$ cat config.mk
export PLATFORM = sky130hd
export DESIGN_NAME = sbd_fifo_mp
export DESIGN_NICKNAME = d
export VERILOG_FILES = /design/src/rtl/sbd_fifo_mp.sv
export SDC_FILE = /design/constraint.sdc
export NUM_CORES = 1
export LEC_CHECK = 0
export ABC_AREA = 1
export BUFFER_PORTS_ARGS = -buffer_cell sky130_fd_sc_hd__buf_4
export CORE_ASPECT_RATIO = 1.2
export CORE_MARGIN = 8
export CORE_UTILIZATION = 31
export CTS_CLUSTER_DIAMETER = 120
export CTS_CLUSTER_SIZE = 30
export DETAILED_ROUTE_END_ITERATION = 8
export PLACE_DENSITY = 0.55
export SLEW_MARGIN = 40
export SYNTH_ARGS = -nofsm -noshare
export SYNTH_HDL_FRONTEND = slang
export SYNTH_SLANG_ARGS = --single-unit
$ cat constraint.sdc
create_clock -name clk_i -period 4.35 [get_ports clk_i]
set_input_delay 0.87 -clock clk_i [delete_from_list [all_inputs] [get_ports clk_i]]
set_output_delay 0.87 -clock clk_i [all_outputs]
set_load 0.02 [all_outputs]
$ cat src/rtl/sbd_fifo_mp.sv
// sbd_fifo_mp: multi-port in-order scoreboard FIFO holding pipeline-tag/PC
// records between issue and commit. Up to NPush entries enter and up to NPop
// entries leave per cycle. The push group is granted all-or-nothing, and the
// oldest NPop entries are always presented as a head window. A flush empties
// the queue in one cycle. Protocol errors leave sticky flags behind.
module sbd_fifo_mp #(
   parameter int Depth = 8,
   parameter int Width = 37,
   parameter int NPush = 2,
   parameter int NPop  = 2,
   parameter int CntW  = $clog2(Depth + 1)
) (
   input  logic                   clk_i,
   input  logic                   rst_i,
   input  logic [NPush-1:0]       push_valid_i,
   input  logic [NPush*Width-1:0] push_data_i,
   output logic                   push_gnt_o,
   input  logic [NPop-1:0]        pop_i,
   output logic [NPop*Width-1:0]  rd_data_o,
   output logic [NPop-1:0]        rd_valid_o,
   input  logic                   flush_i,
   output logic [CntW-1:0]        count_o,
   output logic [CntW-1:0]        free_o,
   output logic                   full_o,
   output logic                   empty_o,
   output logic [1:0]             err_o
);

   // Depth is a power of two, so pointer arithmetic wraps by truncation.
   localparam int PtrW = (Depth > 1) ? $clog2(Depth) : 1;

   // Lane masks are zero-extended to four bits (the largest lane count)
   // so that one helper serves both ports.
   function automatic logic [2:0] ones4(input logic [3:0] m);
      logic [2:0] n;
      n = 3'd0;
      for (int i = 0; i < 4; i++) begin
         n = n + {2'b00, m[i]};
      end
      return n;
   endfunction

   // A lane mask is contiguous from lane 0 exactly when it has the form 0..01..1.
   // Adding one to such a mask clears all of its set bits.
   function automatic logic contig4(input logic [3:0] m);
      return ((m & (m + 4'd1)) == 4'd0);
   endfunction

   logic [Width-1:0] mem [Depth];
   logic [PtrW-1:0]  rd_ptr;
   logic [PtrW-1:0]  wr_ptr;
   logic [CntW-1:0]  count;
   logic [1:0]       err;

   logic [CntW-1:0]  npush;
   logic [CntW-1:0]  npop;
   logic [CntW-1:0]  free;
   logic             push_contig;
   logic             pop_contig;
   logic             push_gnt;
   logic             pop_legal;
   logic             pop_under;
   logic [PtrW-1:0]  wr_addr [NPush];
   logic [NPush-1:0] wr_en;

   // Decode lane requests. Grant and legality are judged against the
   // occupancy at the start of the cycle, so same-cycle pops never make
   // room for a push.
   always_comb begin
      npush       = CntW'(ones4(4'(push_valid_i)));
      npop        = CntW'(ones4(4'(pop_i)));
      push_contig = contig4(4'(push_valid_i));
      pop_contig  = contig4(4'(pop_i));
      free        = CntW'(Depth) - count;
      push_gnt    = push_contig && (npush != '0) && (npush <= free) && !flush_i;
      pop_legal   = pop_contig && (npop <= count) && !flush_i;
      pop_under   = pop_contig && (npop > count) && !flush_i;
   end

   // Each granted lane k writes at wr_ptr+k. A group may wrap past the end of the array.
   always_comb begin
      for (int k = 0; k < NPush; k++) begin
         wr_addr[k] = wr_ptr + PtrW'(k);
         wr_en[k]   = push_gnt && push_valid_i[k];
      end
   end

   // Storage array. Its contents are not reset, and stale data is masked by rd_valid_o.
   always_ff @(posedge clk_i) begin
      for (int k = 0; k < NPush; k++) begin
         if (wr_en[k]) begin
            mem[wr_addr[k]] <= push_data_i[k*Width +: Width];
         end
      end
   end

   // Pointers and occupancy. Reset beats flush, and flush beats normal traffic.
   always_ff @(posedge clk_i) begin
      if (rst_i) begin
         rd_ptr <= '0;
         wr_ptr <= '0;
         count  <= '0;
      end else if (flush_i) begin
         rd_ptr <= '0;
         wr_ptr <= '0;
         count  <= '0;
      end else begin
         if (push_gnt) begin
            wr_ptr <= wr_ptr + PtrW'(npush);
         end
         if (pop_legal) begin
            rd_ptr <= rd_ptr + PtrW'(npop);
         end
         count <= count + (push_gnt ? npush : '0) - (pop_legal ? npop : '0);
      end
   end

   // Sticky error flags: [0] popping more than is held, [1] a gap in a lane mask.
   // Flush ignores both ports, so a flush cycle never raises a flag.
   always_ff @(posedge clk_i) begin
      if (rst_i) begin
         err <= 2'b00;
      end else if (!flush_i) begin
         err[0] <= err[0] | pop_under;
         err[1] <= err[1] | !push_contig | !pop_contig;
      end
   end

   // Head window: lane k shows the k-th-oldest entry and is valid while count exceeds k.
   always_comb begin
      for (int k = 0; k < NPop; k++) begin
         rd_data_o[k*Width +: Width] = mem[rd_ptr + PtrW'(k)];
         rd_valid_o[k]               = (count > CntW'(k));
      end
   end

   // Status outputs are taken from registered state. The grant is the only combinational path.
   always_comb begin
      push_gnt_o = push_gnt;
      count_o    = count;
      free_o     = free;
      full_o     = (count == CntW'(Depth));
      empty_o    = (count == '0);
      err_o      = err;
   end

endmodule

# Word level (Yosys, flattened, before mapping)
# Memory sizes are Yosys's and may differ from the RTL's. A register that Yosys moved wholly into a read port is not among the register bits.
# Cells that the tools add are included.
# Widths: inputs -> output; s select.
# op_classes
n_addsub	11
bitwise_logic	5
reduce_logical	17
n_lt_le_gt_ge	5
n_eq_ne	1
muxes	8
# ops
operator	n
$logic_not 4->1	3
$logic_and 1x1->1	9
$gt 4x1->1 const B	2
$le 2x4->1	2
$add 2x1->3 const B	2
$add 3x1->3 const B	2
$add 3x2->3	2
$and 2x3->3	2
$mux 3	2
$add 1x1->2	2
$add 4x2->4	1
$eq 4x4->1 const B	1
$gt 2x4->1	1
$mux 1	4
$mux 2	2
$sub 4x2->4	1
$sub 4x4->4 const A	1
$logic_not 1->1	3
$or 1x1->1	3
$reduce_bool 3->1	1
$reduce_or 2->1	1
# word_totals
elab_cells	52
reg_bits	12
output_inout_bits	89
ramBits	296
inputBits	81
mem_count	1
# mem_list
memory	depth	width	read_ports	rd_clocked_by_memory_dff	write_ports	line_no	rtl
mem	8	37	2	1	2	49	logic [Width-1:0] mem [Depth];

# Depth between registers and ports, before layout
# Gate-level depths: netlist of run 1.
# depth
ltp_word	9
mapped_depth	19
mapped_depth_nobuf	18

# Worst setup path after synthesis of run 1
# Ideal clock, no wire load.
# synth_timing
kind	input -> register
startpoint	in push_valid_i[0]
endpoint	reg count[3] (netlist: count_o[3])
slack_ns	0.775
setup_time_ns	0.119
path_buffers	1
path_stages	18
arrival_time_ns	3.455
required_ns	4.231
path_cell_list	inv_1 -> ha_1 -> ha_1 -> nand2_1 -> nand3_1 -> nor2_1 -> nand2_1 -> buf_4 -> nand2_1 -> inv_1 -> nand2_1 -> fa_1 -> inv_1 -> ha_1 -> nand3_1 -> nand2_1 -> o21ai_0 -> a21oi_1
# synth_between
elab_chain_len	9
word_cells_on_any_way	12
cone_classes	add/sub: 4; order compare: 1; mux: 1; bitwise: 1; reduce/logical: 5
# synth_rtl
item	line_no	rtl
start, declared	15	input logic [NPush-1:0] push_valid_i,
$add 2x1->3	46	return ((m & (m + 4'd1)) == 4'd0);
$and 2x3->3	46	
$logic_not 4->1	46	
$logic_and 1x1->1	75	push_gnt = push_contig && (npush != '0) && (npush <= free) && !flush_i;
$logic_and 1x1->1 * (2 in series)	75	
net push_gnt_o	17	output logic push_gnt_o,
$mux 2 *	114	count <= count + (push_gnt ? npush : '0) - (pop_legal ? npop : '0);
$add 4x2->4 *	114	
$sub 4x2->4 *	114	
end signal, assigned	114	
end, declared	52	logic [CntW-1:0] count;
# Mark *: on every way through the listed nets, which the timed path passes. The rest lies on a longest branch.
# A chain may end at the register's enable or synchronous reset.

# Worst setup path in the final report of run 1
# layout_timing
startpoint	reg rd_ptr[1]
endpoint	out rd_data_o[47]
# layout_between
elab_chain_len	2
# layout_rtl
item	line_no	rtl
start, declared	50	logic [PtrW-1:0] rd_ptr;
start signal, assigned	112	rd_ptr <= rd_ptr + PtrW'(npop);
$add 3x1->3	132	rd_data_o[k*Width +: Width] = mem[rd_ptr + PtrW'(k)];
$mem_v2 8x37	n/a	
end, declared	19	output logic [NPop*Width-1:0] rd_data_o,
# No other way between the ends.

==> results of run 1 <==
Yosys cell counts, types with 8 or more instances:
cell,instances,area (um^2)
sky130_fd_sc_hd__a21oi_1,192,960.9
sky130_fd_sc_hd__nor2_4,8,90.09
sky130_fd_sc_hd__nand4_1,9,56.30
sky130_fd_sc_hd__a31oi_1,37,231.5
sky130_fd_sc_hd__buf_1,24,90.09
sky130_fd_sc_hd__dfxtp_1,15,300.3
sky130_fd_sc_hd__clkbuf_1,91,341.6
sky130_fd_sc_hd__nor2_1,313,1175
sky130_fd_sc_hd__o21ai_0,336,1682
sky130_fd_sc_hd__inv_1,119,446.7
sky130_fd_sc_hd__o21a_1,36,270.3
sky130_fd_sc_hd__edfxtp_1,296,8889
sky130_fd_sc_hd__ha_1,21,262.8
sky130_fd_sc_hd__nand2_1,970,3641
sky130_fd_sc_hd__buf_4,34,255.2
sky130_fd_sc_hd__buf_2,94,470.5
sky130_fd_sc_hd__nor3_1,12,60.06
registers in the layout (all words and copies together), names as in the netlist, named ones only:
| signal | cells |
|---|---|
| mem | 296 |
| count_o | 4 |
| rd_ptr | 3 |
| wr_ptr | 3 |
| err_o | 2 |
metal layers:
metal / routed length [um] / GRT usage (%) / share of wire [%]
met5: 27 / 0 / 0.037
met1: 29500 / 24.49 / 41
met3: 5802 / 2.895 / 8.0
met2: 35290 / 33.48 / 48
met4: 2219 / 6.560 / 3.0
cell families after synthesis:
group / after synthesis / share of synthesized area [%]
compound gates: 607 / 16.30
xor+xnor: 4 / 0.1797
fa+ha+maj: 25 / 1.759
buf+inv: 370 / 8.536
flops: 311 / 47.13
simple gates: 1322 / 26.10
worst min path at each step:
| stage | end | slack, ns | depth (start not counted) |
|---|---|---|---|
| final | err_o[0] | 0.47 | 2 |
| after global routing | err_o[0] | 0.49 | 2 |
| after CTS | err_o[0] | 0.47 | 2 |
| after detailed placement | err_o[0] | 0.45 | 2 |
| after global placement | err_o[0] | 0.44 | 2 |
| after floorplan | register | 0.49 | 2 |
power breakdown:
part           switching [W]  leakage, nW  internal, W
clock               0.000999        0.202     0.000655
combinational        0.00115         5.99     0.000580
sequential         0.0000358         2.80      0.00335
critical path, stage by stage, from the launching register on:
cell and delay (ns):
sky130_fd_sc_hd__dfxtp_1 0.36, sky130_fd_sc_hd__ha_4 0.72, sky130_fd_sc_hd__buf_4 0.42, sky130_fd_sc_hd__o21ai_0 0.13, sky130_fd_sc_hd__o21ai_0 0.24, sky130_fd_sc_hd__nor2_1 0.06
sky130_fd_sc_hd__a21oi_1 0.30, sky130_fd_sc_hd__buf_4 0.22
per-stage QoR:
step / hold WS, ns / instances
6_report: 0.4671 / 3458
3_5_place_dp: 0.4524 / 3430
2_1_floorplan: 0.4916 / 2639
5_1_grt: 0.4890 / 3455
4_1_cts: 0.4744 / 3451
3_3_place_gp: 0.4447 / 3428
final cells by class:
class	instances	area (um^2)
diodes	7	17.52
fillers	6348	40540
multi-input cells	1958	8693
repair buffers	222	1832
inverters	123	471.7
clock buffers	19	390.4
well taps	816	1021
clock inverters	2	22.52
flip-flops and latches	311	9195
==> impl_results.md, run 1 <==
- Status: finished clean
- Yosys warns: 0
- Layout overhead on the synthesized area: 11.02%
- Core Box Area: 0.06218 mm^2
- Period utilization: 89.77%
- Worst path required time: 3.48 ns
- Largest net degree at the start of global routing: 122
- Setup TNS after final layout: 0 ns
- Largest voltage drop on the vdd net: 233.3 uV
- Most instantiated flip-flop cell in the synthesis netlist: sky130_fd_sc_hd__edfxtp_1
- Area of all placed cells without fillers: 0.02164 mm^2
- Most common cell after layout, fill and taps aside: sky130_fd_sc_hd__nand2_1
- Crit end category: output pin
- CTS Buf Count: 14
- Final net count: 2736
- Max Clock Skew: 0.01968 ns
- Worst-case register-to-register setup slack: 0.97 ns
- Post-Place Cell Area: 0.02121 mm^2
- Number of flops mapped to enable cells by yosys: 296
- Final critical delay including setup and external delays: 3.905 ns
- MaxCap Viol Count: 0
- Number of hold-slack violations in the final timing report: 0
- Buffer count from post-CTS setup fixing: 0
- Power Dens Cells: 312.8 mW/mm^2
- Number of sinks handled by clock tree synthesis: 311
- Wire length of the first global-routing pass: 107.1 mm
- Hold path startpoint: err_o[0]
- Min-Delay Path Class: register to register
- Violation count after the first detailed-route iteration: 1608
- Max-slew violations: 0
- Destination of the worst register-to-register timing path: mem[6][20]
- Most used cells in the layout excluding fill and tap cells: sky130_fd_sc_hd__nand2_1 (962), sky130_fd_sc_hd__o21ai_0 (336), sky130_fd_sc_hd__nor2_1 (313), sky130_fd_sc_hd__edfxtp_1 (296), sky130_fd_sc_hd__buf_4 (209)
- Pre-CTS setup slack: 0.6172 ns
- Via count of the first global-routing pass: 17390
- Max Buffers Root-to-Sink: 3
- Height of the die: 290.7 um
- Async S/R FF share, synth: 0%
- Total leakage power: 8.983 nW
- Mean post-synth cell area: 7.387 um^2
- Routed wirelength normalized by instance count: 21.06 um
- Cell row count: 100
- Number of top-level design ports: 170
- DR vias/cell: 5.234
- Startpoint of the worst setup timing path: rd_ptr[1]
- Resized cells post-CTS: 0
- Antenna violations before repair: 9
- Post-synthesis instance area: 0.01949 mm^2
- Clock latency reported for the late side of the worst-skew pair: 0.54 ns
- Relative max-transition margin: 47.95%
- Clk Tree Root Cell: sky130_fd_sc_hd__clkbuf_16
- Overall track demand over capacity in global routing: 19.41%
- Total number of vias: 18100
- Post-synthesis register bit count: 311
- Final HPWL DP: 42.14 mm
- Initial Utilization: 31.35%
- Worst-case setup margin in the final layout: 0.4449 ns
- Final number of setup-violating endpoints: 0
- Critical Path Source Type: register
- Count of input and output buffers: 169
- Cell variety after synth: 28
- # H-tree levels: 1
- Width of the chip: 244.9 um
- Number of instances in the synthesized netlist: 2639
- CP Capture Point: rd_data_o[47]
- Clock-pin slew of the registers on the worst-case setup and hold paths: 0.12 ns
- Maximum clock frequency: 256.1 MHz
- Final design utilization: 34.80%
- Type of the worst setup path: register to output pin
- Worst R2R Start: count_o[0]
- Number of cells traversed by the worst register-to-register path: 12
- Sequential element share of the synthesized area: 47.13%
- Arrival time reported for the critical path endpoint: 3.04 ns
- Initial DRT Pass Iterations: 6
- RSZ-0062 raised after global routing: no
- Die ar.: 0.07120 mm^2
- RePlAce Congestion: 0.8742
- Post-detailed-route count of antenna-violating nets: 0
- Total nets after synthesis: 2745
- Detailed Route WL: 72.84 mm
- Total power draw: 0.006771 W
- Share of final-layout standard cells stronger than drive strength 1: 10.17%
- Worst slew pin tran: 0.7808 ns
- Highest fanout seen on the critical path: 54
- Number of design rule violations left after detail routing: 0
- CTS tree: done
- Grt ovf: 0
- Count of hold buffers inserted by post-cts repair: 0
(Power assumes the default switching activity.)
==> inputs of run 2 (changes only) <==
clock period = 4.9 ns   (was 4.35 ns; I/O delays follow)
==> impl_results.md, run 2 (synthesized netlist as in run 1, its figures left out) <==
- DR vias/cell: 5.259
- Largest voltage drop on the vdd net: 179.4 uV
- Die ar.: 0.07120 mm^2
- Worst slew pin tran: 0.8582 ns
- Number of cells traversed by the worst register-to-register path: 13
- Overall track demand over capacity in global routing: 19.26%
- Largest net degree at the start of global routing: 135
- Buffer count from post-CTS setup fixing: 0
- Highest fanout seen on the critical path: 51
- Total leakage power: 8.924 nW
- Final HPWL DP: 42.97 mm
- Via count of the first global-routing pass: 17640
- Crit end category: output pin
- Share of final-layout standard cells stronger than drive strength 1: 9.829%
- Post-detailed-route count of antenna-violating nets: 0
- Hold Path Depth: 2
- Count of input and output buffers: 169
- Fraction of power consumed by sequential logic: 50.1%
- Status: finished clean
- Initial Utilization: 31.35%
- Clock latency reported for the late side of the worst-skew pair: 0.54 ns
- Initial DRT Pass Iterations: 5
- Fraction of power spent switching nets: 32.42%
- Clk Tree Root Cell: sky130_fd_sc_hd__clkbuf_16
- Post-Place Cell Area: 0.02112 mm^2
- Count of hold buffers inserted by post-cts repair: 0
- Final critical delay including setup and external delays: 4.040 ns
- Arrival time reported for the critical path endpoint: 3.06 ns
- Power Dens Cells: 279.5 mW/mm^2
- Internal Dissipation: 0.004068 W
- Most common cell after layout, fill and taps aside: sky130_fd_sc_hd__nand2_1
- Number of sinks handled by clock tree synthesis: 311
- Switching power: 0.001951 W
- Number of top-level design ports: 170
- Cell Count, Final, Fillers Out: 3442
- Max-slew violations: 0
- Number of flip-flops in the largest register: 296
- Most used cells in the layout excluding fill and tap cells: sky130_fd_sc_hd__nand2_1 (962), sky130_fd_sc_hd__o21ai_0 (336), sky130_fd_sc_hd__nor2_1 (313), sky130_fd_sc_hd__edfxtp_1 (296), sky130_fd_sc_hd__buf_4 (199)
- Number of hold-slack violations in the final timing report: 0
- Relative max-transition margin: 42.79%
- CTS Buf Count: 14
- Core Box Area: 0.06218 mm^2
- Number of design rule violations left after detail routing: 0
- Cell row count: 100
- Final number of setup-violating endpoints: 0
- Clk network pwr share: 24.6%
- Worst R2R Start: count_o[0]
- Worst path required time: 3.92 ns
- Max Clock Skew: 0.01953 ns
- RSZ-0062 raised after global routing: no
- Number of fill cells: 6408
- Layout overhead on the synthesized area: 10.46%
- Period utilization: 82.45%
- Hold path startpoint: err_o[0]
- Max Buffers Root-to-Sink: 3
- Width of the chip: 244.9 um
- Total number of vias: 18100
- Setup TNS after final layout: 0 ns
- Height of the die: 290.7 um
- RePlAce Congestion: 0.8522
- Logic gate share of total power: 25.3%
- Destination of the worst register-to-register timing path: mem[0][25]
- Resized cells post-CTS: 0
- Violation count after the first detailed-route iteration: 1800
- Grt ovf: 0
- Number of cells after detailed placement: 3420
- CTS tree: done
- Area of all placed cells without fillers: 0.02153 mm^2
- # H-tree levels: 1
- Antenna violations before repair: 4
- Endpoint of the worst hold-timing path: err_o[0]
- Final net count: 2726
- Critical Path Source Type: register
- Routed wirelength normalized by instance count: 20.85 um
- Clock-pin slew of the registers on the worst-case setup and hold paths: 0.12 ns
- Type of the worst setup path: register to output pin
- Wire length of the first global-routing pass: 107.5 mm
- Maximum clock frequency: 247.5 MHz
- MaxCap Viol Count: 0
- Worst-case register-to-register setup slack: 1.24 ns
- Detailed Route WL: 71.78 mm
- Min-Delay Path Class: register to register
-- run 2: power groups by stage --
stage	Combinational, W	Sequential [W]	Clock [W]
2_1_floorplan	0.000943	0.00306	0
3_3_place_gp	0.00151	0.00307	0
3_5_place_dp	0.00153	0.00307	0
4_1_cts	0.00154	0.00301	0.00150
5_1_grt	0.00168	0.00302	0.00157
6_report	0.00153	0.00301	0.00148
-- run 2: through the flow --
step / hold WS (ns) / util, % / setup WS, ns / power (W)
2_1_floorplan: 0.4916 / - / 1.215 / 0.004008
3_3_place_gp: 0.4425 / 33.91 / 0.8069 / 0.004584
3_5_place_dp: 0.4455 / 33.96 / 0.7187 / 0.004607
4_1_cts: 0.4627 / 34.62 / 0.9336 / 0.006052
5_1_grt: 0.4859 / 34.62 / 0.6886 / 0.006269
6_report: 0.4570 / 34.63 / 0.8598 / 0.006019
-- run 2: final cells by class --
cell class,instances,area (um^2),share of cell area (%)
tap,816,1021,4.741
clock inverter,2,25.02,0.1162
inverter,123,469.2,2.179
sequential,311,9195,42.70
timing repair buffer,212,1737,8.065
multi-input combinational,1958,8693,40.37
clock buffer,19,390.4,1.813
antenna,1,2.502,0.01162
-- run 2: worst max-delay path by stage --
stage,startpoint,end,slack [ns],depth (start not counted)
finish,rd_ptr[0],rd_data_o[71],0.86,7
global route,register,rd_data_o[34],0.69,8
CTS,rd_ptr[0],rd_data_o[71],0.93,7
detailed placement,push_valid_i[1],mem[0][30],0.72,11
global placement,push_valid_i[1],mem[0][30],0.81,11
floorplan,push_valid_i[0],count_o[3],1.22,18
-- run 2: routing by layer --
metal  track usage, %  vias to the layer above  part of all wire, %
met5                0                        -                0.057
met4            6.938                        6                  3.2
met3            2.969                      149                  7.6
met2            33.02                      818                   49
met1            24.24                     8597                   41
li1                 -                     8533                    -
-- run 2: critical path: stages (launching register included) --
cell                      delay [ns]
sky130_fd_sc_hd__dfxtp_2        0.39
sky130_fd_sc_hd__ha_4           0.62
sky130_fd_sc_hd__buf_12         0.31
sky130_fd_sc_hd__o21ai_0        0.12
sky130_fd_sc_hd__o21ai_0        0.22
sky130_fd_sc_hd__nor2_1         0.07
sky130_fd_sc_hd__a21oi_1        0.50
sky130_fd_sc_hd__buf_4          0.25
==> inputs of run 3 (changes only) <==
ABC_AREA = 0   (was 1)
PLACE_DENSITY = 0.57   (was 0.55)
clock period = 3.63 ns   (was 4.9 ns; I/O delays follow)
==> impl_results.md, run 3 <==
- Status: finished clean
- XOR/XNOR share of the synthesized area: 0.4137%
- Final number of setup-violating endpoints: 0
- Multiplexer share of the synthesized area: 41.92%
- Count of buffering cells on the critical path with inverters included: 5
- Number of top-level design ports: 170
- Post-synthesis register bit count: 311
- Area leader, netlist: sky130_fd_sc_hd__edfxtp_1
- Initial Utilization: 31.15%
- Period utilization: 93.62%
- Most frequent cell after synthesis: sky130_fd_sc_hd__edfxtp_1
- Type of the worst setup path: register to output pin
- Worst-case setup margin in the final layout: 0.2316 ns
- Worst path required time: 2.90 ns
- Maximum clock frequency: 294.3 MHz
- Cell variety after synth: 52
- Count of hold buffers inserted by post-cts repair: 0
- Number of sinks handled by clock tree synthesis: 311
- CTS Buf Count: 15
- Routed wirelength normalized by instance count: 27.16 um
- Via count of the first global-routing pass: 11960
- Max Clock Skew: 0.03493 ns
- Highest fanout seen on the critical path: 5
- Largest voltage drop on the vdd net: 237.5 uV
- Worst path slowest cell: sky130_fd_sc_hd__dfxtp_2
- Post-detailed-route count of antenna-violating nets: 0
- RePlAce Congestion: 0.7786
- Height of the die: 283.2 um
- Largest family of logic cells by synthesized area: multiplexers
- Number of flops mapped to enable cells by yosys: 296
- Sequential element share of the synthesized area: 49.81%
- Resized cells post-CTS: 0
- Share of final-layout standard cells stronger than drive strength 1: 60.38%
- Post-synthesis instance area: 0.01845 mm^2
- Top Family by Delay on Critical Path: buffers and inverters
- Buffer count from post-CTS setup fixing: 0
- Max-slew violations: 0
- Violation count after the first detailed-route iteration: 775
- Pre-CTS setup slack: 0.03041 ns
- Antenna violations before repair: 10
- Initial DRT Pass Iterations: 5
- Most used cells in the layout excluding fill and tap cells: sky130_fd_sc_hd__edfxtp_1 (296), sky130_fd_sc_hd__mux2_2 (252), sky130_fd_sc_hd__buf_4 (187), sky130_fd_sc_hd__mux4_2 (148), sky130_fd_sc_hd__mux2_1 (61)
- Adder and majority cell fraction of the synthesized area: 1.858%
- Max Buffers Root-to-Sink: 3
- Area of all placed cells without fillers: 0.02178 mm^2
- Detailed Route WL: 54.95 mm
- Total power draw: 0.007603 W
- Total leakage power: 7.180 nW
- Largest net degree at the start of global routing: 77
- MaxCap Viol Count: 0
- Async S/R FF share, synth: 0%
- Area share of the leading cell type in the synthesized netlist: 48.18%
- Most instantiated cells after synthesis: sky130_fd_sc_hd__edfxtp_1 (296), sky130_fd_sc_hd__mux2_2 (252), sky130_fd_sc_hd__mux4_2 (148)
- Post-Place Cell Area: 0.02130 mm^2
- Number of flip-flops in the largest register: 296
- CTS tree: done
- Setup TNS after final layout: 0 ns
- Cell row count: 98
- Most instantiated flip-flop cell in the synthesis netlist: sky130_fd_sc_hd__edfxtp_1
- Grt ovf: 0
- Min-Delay Path Class: input pin to register
- Worst slew pin tran: 0.7074 ns
- Number of design rule violations left after detail routing: 0
- Layout overhead on the synthesized area: 18.05%
- Total number of vias: 10660
- Die ar.: 0.06761 mm^2
- Leading post-synthesis cells by cell area: sky130_fd_sc_hd__edfxtp_1 (48%), sky130_fd_sc_hd__mux4_2 (18%), sky130_fd_sc_hd__mux2_2 (15%)
- Yosys warns: 0
- Longest individual stage delay on the worst path: 0.37 ns
- Final critical delay including setup and external delays: 3.398 ns
- Relative max-transition margin: 52.84%
- Crit end category: output pin
- Clock-pin slew of the registers on the worst-case setup and hold paths: 0.13 ns
- Clk Tree Root Cell: sky130_fd_sc_hd__clkbuf_16
- Post-Route Hold Slack: 0.3568 ns
- Core Box Area: 0.05922 mm^2
- Final net count: 1315
- Power Dens Cells: 349.1 mW/mm^2
- Wire length of the first global-routing pass: 81.01 mm
- Mean post-synth cell area: 17.59 um^2
- Most common cell after layout, fill and taps aside: sky130_fd_sc_hd__edfxtp_1
- # H-tree levels: 1
- Clock latency reported for the late side of the worst-skew pair: 0.53 ns
- Critical Path Source Type: register
- Area share of and/or/nand/nor cells after synthesis: 1.282%
- Compound-gate portion of the synthesized area: 1.451%
- Count of input and output buffers: 169
- Total nets after synthesis: 1155
- Number of instances in the synthesized netlist: 1049
- RSZ-0062 raised after global routing: no
- Arrival time reported for the critical path endpoint: 2.67 ns
- Final HPWL DP: 34.19 mm
- Overall track demand over capacity in global routing: 16.06%
- Width of the chip: 238.7 um
- DR vias/cell: 5.269
- Critical path, cell by cell: inv_1, ha_4, inv_1, ha_4, nand2b_4, a221oi_4, a21o_1, clkinvlp_4, buf_4, buf_4
- Number of hold-slack violations in the final timing report: 0
run 3: area by class of cell:
type / count / area (um^2)
Inverter: 27 / 105.1
Fill cell: 5552 / 37450
Timing Repair Buffer: 220 / 2064
Antenna cell: 9 / 22.52
Multi-Input combinational cell: 634 / 8930
Sequential cell: 311 / 9204
Clock inverter: 3 / 61.31
Clock buffer: 19 / 390.4
Tap cell: 800 / 1001
run 3: layer usage:
metal  global-route usage (%)  routed length (um)  vias to the layer above
met1                    20.12               23050                     5721
met2                    28.13               27990                      248
li1                         -                   -                     4630
met4                    4.809                1386                        2
met3                    2.554                2509                       59
met5                        0                   9                        -
run 3: cell families after synthesis:
group / count (synthesis)
adders and majority gates: 25
and+or+nand+nor: 47
AOI/OAI and AO/OA: 35
xor gates and xnor gates: 7
DFF: 311
buffers and inverters: 104
muxes: 520
run 3: path summary, 6_finish.rpt:
path | from | endpoint | slack [ns] | cells past startpoint
max | count_o[1] | push_gnt_o | 0.23 | 10
min | rst_i | err_o[1] | 0.36 | 2
max reg2reg | count_o[1] | count_o[2] | 0.33 | 17
min reg2reg | err_o[0] | err_o[0] | 0.49 | 2
run 3: worst register-to-register path, cell delays in order (launching register included):
cell and delay [ns]:
sky130_fd_sc_hd__dfxtp_2 0.37, sky130_fd_sc_hd__inv_1 0.14, sky130_fd_sc_hd__ha_4 0.30, sky130_fd_sc_hd__inv_1 0.07, sky130_fd_sc_hd__ha_4 0.31, sky130_fd_sc_hd__nand2b_4 0.07
sky130_fd_sc_hd__a221oi_4 0.26, sky130_fd_sc_hd__a21o_1 0.21, sky130_fd_sc_hd__clkinvlp_4 0.11, sky130_fd_sc_hd__buf_4 0.15, sky130_fd_sc_hd__nand2_1 0.06, sky130_fd_sc_hd__ha_1 0.23
sky130_fd_sc_hd__inv_1 0.07, sky130_fd_sc_hd__ha_1 0.17, sky130_fd_sc_hd__inv_1 0.07, sky130_fd_sc_hd__fa_1 0.43, sky130_fd_sc_hd__xor2_1 0.14, sky130_fd_sc_hd__nor2_1 0.05
run 3: stage by stage:
stage,std cells,utilization [%]
after detailed placement,1992,35.97
after CTS,2014,36.73
after global placement,1991,35.96
final,2023,36.77
after global routing,2019,36.76
after floorplan,1049,-
run 3: power breakdown:
| group | internal [W] | leakage, nW | total (W) | switching (W) |
|---|---|---|---|---|
| Clock | 0.000811 | 0.217 | 0.00203 | 0.00122 |
| Sequential | 0.00397 | 2.79 | 0.00401 | 0.0000428 |
| Combinational | 0.000755 | 4.17 | 0.00156 | 0.000804 |
